--- config.mk ---
export PLATFORM = sky130hd
export DESIGN_NAME = ntt_iter_flat
export DESIGN_NICKNAME = d
export VERILOG_FILES = /design/src/rtl/ntt_iter_pkg.sv /design/src/rtl/ntt_iter_if.sv /design/src/rtl/ntt_iter_butterfly.sv /design/src/rtl/ntt_iter.sv /design/src/flat_wrapper.sv
export SDC_FILE = /design/constraint.sdc
export NUM_CORES = 2
export LEC_CHECK = 0
export CAP_MARGIN = 20
export CORE_MARGIN = 5
export CORE_UTILIZATION = 63
export CTS_CLUSTER_SIZE = 24
export DETAILED_ROUTE_END_ITERATION = 12
export HOLD_SLACK_MARGIN = 0.08
export PLACE_DENSITY = 0.84
export SLEW_MARGIN = 15
export SYNTH_ARGS = -nofsm -noshare
export SYNTH_HDL_FRONTEND = slang
export SYNTH_SLANG_ARGS = --single-unit
--- constraint.sdc ---
create_clock -name clk -period 37.6 [get_ports clk]
set_input_delay 11.28 -clock clk [delete_from_list [all_inputs] [get_ports clk]]
set_output_delay 11.28 -clock clk [all_outputs]
set_load 0.005 [all_outputs]
--- src/rtl/ntt_iter_pkg.sv ---
// Shared constants and elaboration-time helpers for the iterative forward NTT.
// Twiddle tables are computed from PSI so the forward and inverse tables always agree.
package ntt_iter_pkg;

   typedef enum logic [1:0] {IDLE, RUN, DONE} state_t;

   localparam int unsigned Q_DEF = 7681;
   // Primitive 16th root of unity mod 7681 (PSI^8 == Q-1), sized for the D=8 build.
   localparam longint unsigned PSI = 7154;

   function automatic int stages(input int d);
      return $clog2(d);
   endfunction

   function automatic int unsigned bitrev(input int unsigned x, input int bits);
      int unsigned r;
      r = 0;
      for (int i = 0; i < bits; i++) r = (r << 1) | ((x >> i) & 1);
      return r;
   endfunction

   function automatic longint unsigned modpow(input longint unsigned base, input int unsigned e,
                                              input longint unsigned q);
      longint unsigned r;
      longint unsigned bb;
      r  = 1;
      bb = base % q;
      for (int i = 0; i < 32; i++) begin
         if (e[i]) r = (r * bb) % q;
         bb = (bb * bb) % q;
      end
      return r;
   endfunction

   function automatic longint unsigned psi_tab_val(input int unsigned i, input int s);
      return modpow(PSI, bitrev(i, s), longint'(Q_DEF));
   endfunction

   // PSI has order 2^(s+1), so the inverse power is that order minus the forward exponent.
   function automatic longint unsigned psi_inv_tab_val(input int unsigned i, input int s);
      return modpow(PSI, (2 << s) - bitrev(i, s), longint'(Q_DEF));
   endfunction

   // Low index of butterfly m in stage s of an stg-stage transform.
   function automatic int pair_lo(input int m, input int s, input int stg);
      int t;
      t = 1 << (stg - 1 - s);
      return (m / t) * 2 * t + (m % t);
   endfunction

endpackage

--- src/rtl/ntt_iter_if.sv ---
// Start/busy/done handshake and coefficient buses of the forward NTT.
interface ntt_iter_if #(
   parameter int N = 17,
   parameter int D = 8
);
   logic           start;
   logic [D*N-1:0] a;
   logic           busy;
   logic           done;
   logic [D*N-1:0] b;

   modport master (output start, output a, input busy, input done, input b);
   modport slave  (input start, input a, output busy, output done, output b);
endinterface

--- src/rtl/ntt_iter_butterfly.sv ---
// Combinational Cooley-Tukey butterfly: (u + v*w, u - v*w), both reduced mod Q.
module ntt_butterfly #(
   parameter int N = 17,
   parameter int Q = 7681
) (
   input  logic [N-1:0] u,
   input  logic [N-1:0] v,
   input  logic [N-1:0] w,
   output logic [N-1:0] sum,
   output logic [N-1:0] diff
);
   localparam logic [2*N-1:0] QW = (2*N)'(Q);
   localparam logic [N:0]     QS = (N+1)'(Q);

   logic [2*N-1:0] prod;
   logic [N-1:0]   vw;
   logic [N:0]     sum_raw;

   assign prod    = (2*N)'(v) * (2*N)'(w);
   assign vw      = N'(prod % QW);
   assign sum_raw = {1'b0, u} + {1'b0, vw};
   assign sum     = (sum_raw >= QS) ? N'(sum_raw - QS) : sum_raw[N-1:0];
   assign diff    = (u >= vw) ? (u - vw) : N'({1'b0, u} + QS - {1'b0, vw});
endmodule

--- src/rtl/ntt_iter.sv ---
// Iterative forward negacyclic NTT: one butterfly stage per cycle, natural-order in,
// bit-reversed-order out, with a start/busy/done handshake.
module ntt_iter
   import ntt_iter_pkg::*;
#(
   parameter int N = 17,
   parameter int D = 8,
   parameter int Q = Q_DEF
) (
   input logic       clk,
   input logic       rst,
   ntt_iter_if.slave bus
);
   localparam int S  = stages(D);
   localparam int SW = (S > 1) ? $clog2(S) : 1;

   state_t        state_reg, state_next;
   logic [SW-1:0] stage_reg, stage_next;
   logic [N-1:0]  x_reg  [D];
   logic [N-1:0]  x_next [D];
   logic [N-1:0]  psi_tab [D];
   logic [N-1:0]  u_sel [D/2];
   logic [N-1:0]  v_sel [D/2];
   logic [N-1:0]  w_sel [D/2];
   logic [N-1:0]  sum_out  [D/2];
   logic [N-1:0]  diff_out [D/2];

   genvar gi;
   generate
      for (gi = 0; gi < D; gi++) begin : g_coef
         assign psi_tab[gi] = N'(psi_tab_val(gi, S));
         assign bus.b[gi*N +: N] = x_reg[gi];
      end
      for (gi = 0; gi < D/2; gi++) begin : g_bf
         ntt_butterfly #(.N(N), .Q(Q)) u_bf (
            .u    (u_sel[gi]),
            .v    (v_sel[gi]),
            .w    (w_sel[gi]),
            .sum  (sum_out[gi]),
            .diff (diff_out[gi])
         );
      end
   endgenerate

   // Route the stage's pairs and twiddles onto the fixed butterfly bank.
   always_comb begin
      for (int m = 0; m < D/2; m++) begin
         u_sel[m] = '0;
         v_sel[m] = '0;
         w_sel[m] = '0;
         for (int s = 0; s < S; s++) begin
            if (stage_reg == SW'(s)) begin
               u_sel[m] = x_reg[S'(pair_lo(m, s, S))];
               v_sel[m] = x_reg[S'(pair_lo(m, s, S) + (D >> (s + 1)))];
               w_sel[m] = psi_tab[S'((1 << s) + (m >> (S - 1 - s)))];
            end
         end
      end
   end

   always_comb begin
      state_next = state_reg;
      stage_next = stage_reg;
      x_next     = x_reg;
      case (state_reg)
         IDLE, DONE: begin
            state_next = IDLE;
            if (bus.start) begin
               for (int i = 0; i < D; i++) x_next[i] = bus.a[N*i +: N];
               stage_next = '0;
               state_next = RUN;
            end
         end
         RUN: begin
            for (int s = 0; s < S; s++) begin
               if (stage_reg == SW'(s)) begin
                  for (int m = 0; m < D/2; m++) begin
                     x_next[S'(pair_lo(m, s, S))]                  = sum_out[m];
                     x_next[S'(pair_lo(m, s, S) + (D >> (s + 1)))] = diff_out[m];
                  end
               end
            end
            if (stage_reg == SW'(S - 1)) state_next = DONE;
            else                          stage_next = stage_reg + SW'(1);
         end
         default: state_next = IDLE;
      endcase
   end

   always_ff @(posedge clk) begin
      if (rst) begin
         state_reg <= IDLE;
         stage_reg <= '0;
         for (int i = 0; i < D; i++) x_reg[i] <= '0;
      end else begin
         state_reg <= state_next;
         stage_reg <= stage_next;
         x_reg     <= x_next;
      end
   end

   assign bus.busy = (state_reg == RUN);
   assign bus.done = (state_reg == DONE);
endmodule

--- src/flat_wrapper.sv ---
// flat-port wrapper written by rule: the top's interface ports become plain ports
module ntt_iter_flat import ntt_iter_pkg::*;
#(
   parameter int N = 17,
   parameter int D = 8,
   parameter int Q = Q_DEF
)
  (clk, rst, bus_start, bus_a, bus_busy, bus_done, bus_b);
  ntt_iter_if #(.N(N), .D(D)) bus_i ();
  input logic clk;
  input logic rst;
  input wire logic [$bits(bus_i.start)-1:0] bus_start;
  input wire logic [$bits(bus_i.a)-1:0] bus_a;
  output wire logic [$bits(bus_i.busy)-1:0] bus_busy;
  output wire logic [$bits(bus_i.done)-1:0] bus_done;
  output wire logic [$bits(bus_i.b)-1:0] bus_b;
  assign bus_i.start = bus_start;
  assign bus_i.a = bus_a;
  assign bus_busy = bus_i.busy;
  assign bus_done = bus_i.done;
  assign bus_b = bus_i.b;
  ntt_iter #(.N(N), .D(D), .Q(Q)) u_core (.clk(clk), .rst(rst), .bus(bus_i));
endmodule
==> results.ini <==
[run_status]
status = completed

[logic_synthesis]
yosys_register_bits = 140
synth_ff_type = dfxtp_1
yosysSeqAreaShare_pct = 6.614
synth_cells = 5825
synth_warnings = 0
syn-cell-area_mm2 = 0.04238
async_reset_ff_share_pct = 0
syn-num-nets = 6558
postSynthAreaPerCell_um2 = 7.275
synth_edf_count = 0
synth_cell_types = 148

[layout]
area_growth_pct = 8.810
fin_nets = 6646
largest_reg_flops = 136
drive_gt1_share_pct = 5.383
fin_util_pct = 68.90
fillers = 5724

[die]
core_mm2 = 0.06692
ioPinCount = 277
start_util_pct = 63.32
rows = 95
die_area_mm2 = 0.07255
die_y_um = 269.4
die_w_um = 269.4

[routing]
vias = 44650
drtPass1Iterations = 6
wire_per_inst_um = 19.75
antenna_left = 0
drcViolationCount = 0
vias_per_cell = 6.567
totalWireLength_um = 134300
drt_iter0_markers = 4877

[timing]
hold_viol_final = 0
finalSetupViolCount = 0
tightestPinTransition_ps = 1089
maxSlewHeadroom_pct = 26.75
setup_ws_ps = 2845
min_period_ps = 34750
fin_crit_sh_pct = 92.43
timing.final.max_slew_violations = 0
rsz0062_at_grt = no
final.setup.tns_ps = 0
max_freq_mhz = 28.77
fin_skew_ps = 19.54

[clock_tree]
clk_latency_ps = 460
cts_buffers = 17
postCtsSetupBuffers = 0
hold_buffers = 0
clock_sinks = 140
post_cts_resize_count = 0
cts_tree = yes
h-tree-depth = 4
clockBufferDepth = 2
ctsRootBufferMaster = clkbuf_16
path_clk_slew_ps = 70

[critical_path]
worst-endpoint-required_ps = 37900
worstSetupStartpoint = u_core.stage_reg[1]$_SDFFE_PP0P_
cpPeakStageDelay_ps = 880
start_kind = flip-flop
cp_common_cell = a21oi_1
critPathArrivalTime_ps = 35050
critPathCaptureType = flip-flop
cp_slowest_cell = mux2i_1
path_class = flip-flop to flip-flop
path_max_fanout = 20
rr_startpoint = u_core.stage_reg[1]$_SDFFE_PP0P_
ff2ff_setup_slack_ps = 2850

[global_route]
grt_max_degree = 86
overflow = 0
grt_first_pass_wirelength_um = 215100
grt_usage_pct = 34.69
grt_pass1_vias = 41340
antenna_found_initial = 1

[place]
dp_worst_setup_slack_ps = 2991
port_buffers = 276
gp_congestion = 1.013
hpwlAfterDp_um = 109800

[hold_path]
hp-start = u_core.bus.b[97]$_SDFFE_PP0P_
hold_path.class = flip-flop to flip-flop

[job]
maxCapViolations = 0

logic make-up (layout without fill, tap and decap cells):
group / after synthesis / after routing / synth area share (%)
multiplexers: 87 / 87 / 2.161
AND/OR/NAND/NOR: 2120 / 2120 / 25.02
buffers and inverters: 813 / 914 / 7.461
AO/OA/AOI/OAI: 1646 / 1646 / 27.79
flip-flops: 140 / 140 / 6.614
adder cells (fa/ha/maj): 605 / 605 / 22.34
XOR/XNOR: 414 / 414 / 8.610
other: 0 / 1 / 0
worst paths after layout:
| kind | endpoint | depth (start not counted) |
|---|---|---|
| setup / recovery | u_core.bus.b[35]$_SDFFE_PP0P_ | 109 |
| hold / removal | u_core.bus.b[97]$_SDFFE_PP0P_ | 2 |
| setup reg to reg | u_core.bus.b[35]$_SDFFE_PP0P_ | 109 |
| hold reg to reg | u_core.bus.b[97]$_SDFFE_PP0P_ | 2 |
layer usage:
metal / part of all wire (%) / track usage [%] / vias up
met4: 3.3 / 10.05 / 0
met3: 8.5 / 5.272 / 341
li1: - / - / 21120
met1: 42 / 47.07 / 21120
met5: 0 / 0 / -
met2: 46 / 57.67 / 2074
synthesized netlist by cell type (24+ instances only):
| cell type | count | area, um^2 |
|---|---|---|
| nor2_1 | 470 | 1764 |
| or3_1 | 54 | 337.8 |
| o21ai_0 | 208 | 1041 |
| or2_2 | 39 | 244.0 |
| xnor2_1 | 276 | 2417 |
| nor4_1 | 56 | 350.3 |
| and3_1 | 59 | 369.1 |
| mux2_2 | 35 | 394.1 |
| buf_2 | 33 | 165.2 |
| nand2_1 | 650 | 2440 |
| o31ai_1 | 43 | 322.8 |
| inv_1 | 579 | 2173 |
| and4_1 | 24 | 210.2 |
| xor2_1 | 135 | 1182 |
| a21oi_1 | 426 | 2132 |
| a211o_1 | 30 | 262.8 |
| clkbuf_1 | 173 | 649.4 |
| nor3_1 | 215 | 1076 |
| o21ai_1 | 43 | 215.2 |
| and2_1 | 103 | 644.4 |
| a211oi_1 | 65 | 488.0 |
| fa_1 | 256 | 5125 |
| a21o_1 | 67 | 503.0 |
| nand4_1 | 60 | 375.4 |
| o211ai_1 | 57 | 427.9 |
| o21a_1 | 55 | 412.9 |
| o21bai_1 | 53 | 397.9 |
| nand3_1 | 143 | 715.7 |
| a221oi_1 | 48 | 420.4 |
| or4_1 | 29 | 217.7 |
| a31oi_1 | 79 | 494.2 |
| nand2b_1 | 51 | 319.1 |
| o22ai_1 | 26 | 162.7 |
| mux2i_1 | 51 | 510.5 |
| dfxtp_1 | 140 | 2803 |
| ha_1 | 338 | 4229 |
| nor2b_1 | 30 | 187.7 |
worst max-delay path: cells and delay by family (launching register included):
kind | cells | cell delay, ps
and+or+nand+nor | 30 | 8690
xor gates and xnor gates | 2 | 390
AOI/OAI and AO/OA | 51 | 16110
muxes | 7 | 3600
adders and majority gates | 10 | 4230
buffers and inverters | 9 | 1200
DFF | 1 | 350
cells in the final DEF, fill, tap and decap left out, drive strengths merged, types with 136 or more instances in the layout:
master,count
nand2,652
inv,589
nor2,473
a21oi,432
ha,338
xnor2,278
clkdlybuf4s50,275
o21ai,257
fa,256
nor3,225
nand3,146
dfxtp,140
xor2,136
final cells by class:
class                   count  area [um^2]  share of cell area (%)
repair buffers            300         2945                   6.388
well taps                 873         1092                   2.369
inverters                 582         2185                   4.738
multi-input cells        4872        36470                   79.08
clock inverters            15        191.4                  0.4152
diodes                      1        2.502                0.005427
clock buffers              17        425.4                  0.9226
flip-flops and latches    140         2803                   6.078
per-stage QoR:
| stage | std cells | area [um^2] | hold slack (ps) |
|---|---|---|---|
| after global placement | 6763 | 45450 | 440.9 |
| after global routing | 6800 | 46110 | 469.9 |
| final | 6800 | 46110 | 454.5 |
| after detailed placement | 6763 | 45450 | 445.3 |
| after CTS | 6795 | 46070 | 455.5 |
| after floorplan | 5825 | 42380 | 452.7 |
Power is not shown: default switching activity piles up to over one toggle a cycle in this logic, so the estimate is an artifact.
==> RTL edit, RTL diff (same settings) <==
`D` is set to 8 in 3 places; all go to 4. Comments in the files are not updated.
--- a/src/rtl/ntt_iter_if.sv
+++ b/src/rtl/ntt_iter_if.sv
@@ -1,7 +1,7 @@
 // Start/busy/done handshake and coefficient buses of the forward NTT.
 interface ntt_iter_if #(
    parameter int N = 17,
-   parameter int D = 8
+   parameter int D = 4
 );
    logic           start;
    logic [D*N-1:0] a;
--- a/src/rtl/ntt_iter.sv
+++ b/src/rtl/ntt_iter.sv
@@ -4,7 +4,7 @@
    import ntt_iter_pkg::*;
 #(
    parameter int N = 17,
-   parameter int D = 8,
+   parameter int D = 4,
    parameter int Q = Q_DEF
 ) (
    input logic       clk,
--- a/src/flat_wrapper.sv
+++ b/src/flat_wrapper.sv
@@ -2,7 +2,7 @@
 module ntt_iter_flat import ntt_iter_pkg::*;
 #(
    parameter int N = 17,
-   parameter int D = 8,
+   parameter int D = 4,
    parameter int Q = Q_DEF
 )
   (clk, rst, bus_start, bus_a, bus_busy, bus_done, bus_b);
Ports: changed (resized bus_a and bus_b); port bits go from 277 to 141. No check against the original RTL was run, so the function may have changed too.
==> RTL edit against the unedited design <==
The flow now finishes with violations (design-rule violations); synthesized area decreased by 58%; sequential cell count is 69 lower; non-clock buffer count shrank 151; design area is 57% lower; synthesized cell count down 59%; setup slack better by 5600 ps; highest routed layer unchanged; routed wire length fell by 59%; die area down 56%; final cell count decreased by 58%.
Power is left out: the tool's default activity adds up to more than one toggle a clock period on the data nets, which glitch-free logic cannot reach.
==> RTL edit: results (changes against the unedited design) <==
wl_per_cell_um: 19.3  # was 19.7 um
fin_skew_ps: 11.3  # was 19.5 ps
gp_congestion: 1.00  # was 1.01
final.fill_count: 2386  # was 5724
grt_pass1_vias: 17883  # was 41336
synth_fa_ha_area_frac: 0.214  # was 0.223
diodes: 0  # was 1
critPathMaxStageDelay_ps: 910  # was 880 ps
grt_usage: 0.330  # was 0.347
hold_path_class: "reg2reg"  # unchanged
status: "complete, but fails checks"  # was finished, final reports clean
synth_xor_area_frac: 0.0879  # was 0.0861
antenna_found_initial: 0  # was 1
ff2ff_path_depth: 92  # was 109
violations: "design-rule violations"
cts_setup_buffers: 0  # unchanged
arrival_ps: 29420  # was 35050 ps
cts-buffers-inserted: 9  # was 17
syn-num-nets: 2735  # was 6558
synthDistinctLibCells: 117  # was 148
grt_max_degree: 72  # was 86
vias: 18832  # was 44654
portBuffers: 140  # was 276
nets: 2799  # was 6646
ys_warn_count: 0  # unchanged
cts-resized-gates: 0  # unchanged
muxShareOfSynthArea: 0.0225  # was 0.0216
synth-compound-area-share: 0.286  # was 0.278
crit_fanout: 16  # was 20
hold_depth: 2  # unchanged
hpwlAfterDp_um: 44600  # was 110000 um
max-slew-margin-rel: 0.225  # was 0.268
synth.area.top_cells: "ha_1 12%, fa_1 9.2%, dfxtp_1 7.9%"  # was fa_1 12%, ha_1 10%, dfxtp_1 6.6%
htree_levels: 3  # was 4
drc: 2  # was 0
critPathSlowestCell: "o41ai_1"  # was mux2i_1
clk_latency_ps: 330  # was 460 ps
yosys-top-cells-count: "252 x nand2_1, 218 x inv_1, 185 x nor2_1"  # was 650 x nand2_1, 579 x inv_1, 470 x nor2_1
drt_iter0_markers: 1833  # was 4877
largest_reg_flops: 68  # was 136
root_buffer: "clkbuf_16"  # unchanged
grt_pass1_wl_um: 89000  # was 215000 um
drtPass1Iterations: 9  # was 6
drive_gt1_frac: 0.0581  # was 0.0538
seq_area_frac_synth: 0.0790  # was 0.0661
RTL edit: changes by cell type in the layout (fill, tap and decap cells not counted), sizes merged, moves of 145 or more:
cell	delta
fa	-173
o21ai	-145
nand2	-400
nor2	-286
xnor2	-155
nor3	-167
ha	-166
inv	-368
a21oi	-268
RTL edit: routing by layer:
layer,up-vias,GRT usage,share of wire
met5,-,0,0
met4,0,0.0870,0.028
met3,138,0.0371,0.064
met2,812,0.566,0.48
met1,8974,0.442,0.42
li1,8908,-,-
RTL edit: final cells by class:
cell class | count | area [um2] | area share
Tap cell | 378 | 473 | 0.0238
Timing Repair Buffer | 149 | 1470 | 0.0740
Sequential cell | 71 | 1420 | 0.0716
Inverter | 220 | 826 | 0.0416
Clock buffer | 9 | 225 | 0.0113
Clock inverter | 7 | 101 | 0.00510
Multi-Input combinational cell | 2022 | 15300 | 0.773
RTL edit: through the flow:
step	cell area (um2)	cells	util	setup slack, ps
after floorplan	18000	2409	-	14230
after global placement	19500	2837	0.696	9410
after detailed placement	19500	2838	0.697	8430
after CTS	19800	2854	0.708	8280
after global routing	19900	2856	0.709	6120
final	19900	2856	0.709	8430
RTL edit: final timing paths:
check,slack (ps),startpoint,endpoint
setup / recovery,8430,u_core.bus.b[26],u_core.bus.b[7]
hold reg to reg,450,u_core.bus.b[39],u_core.bus.b[39]
setup reg to reg,8430,u_core.bus.b[26],u_core.bus.b[7]
hold / removal,450,u_core.bus.b[39],u_core.bus.b[39]
RTL edit: kinds of logic after synthesis:
group,Yosys count
simple gates,846
compound gates,701
buf+inv,316
fa+ha+maj,259
xor+xnor,178
flops,71
mux,38
RTL edit: critical path: cells and delay by family (launching register included):
family	cells	cell delay, ps
AO/OA/AOI/OAI	38	10280
AND/OR/NAND/NOR	29	9450
flip-flops	1	640
XOR/XNOR	6	1850
adder cells (fa/ha/maj)	10	4150
multiplexers	4	1990
buffers and inverters	5	670
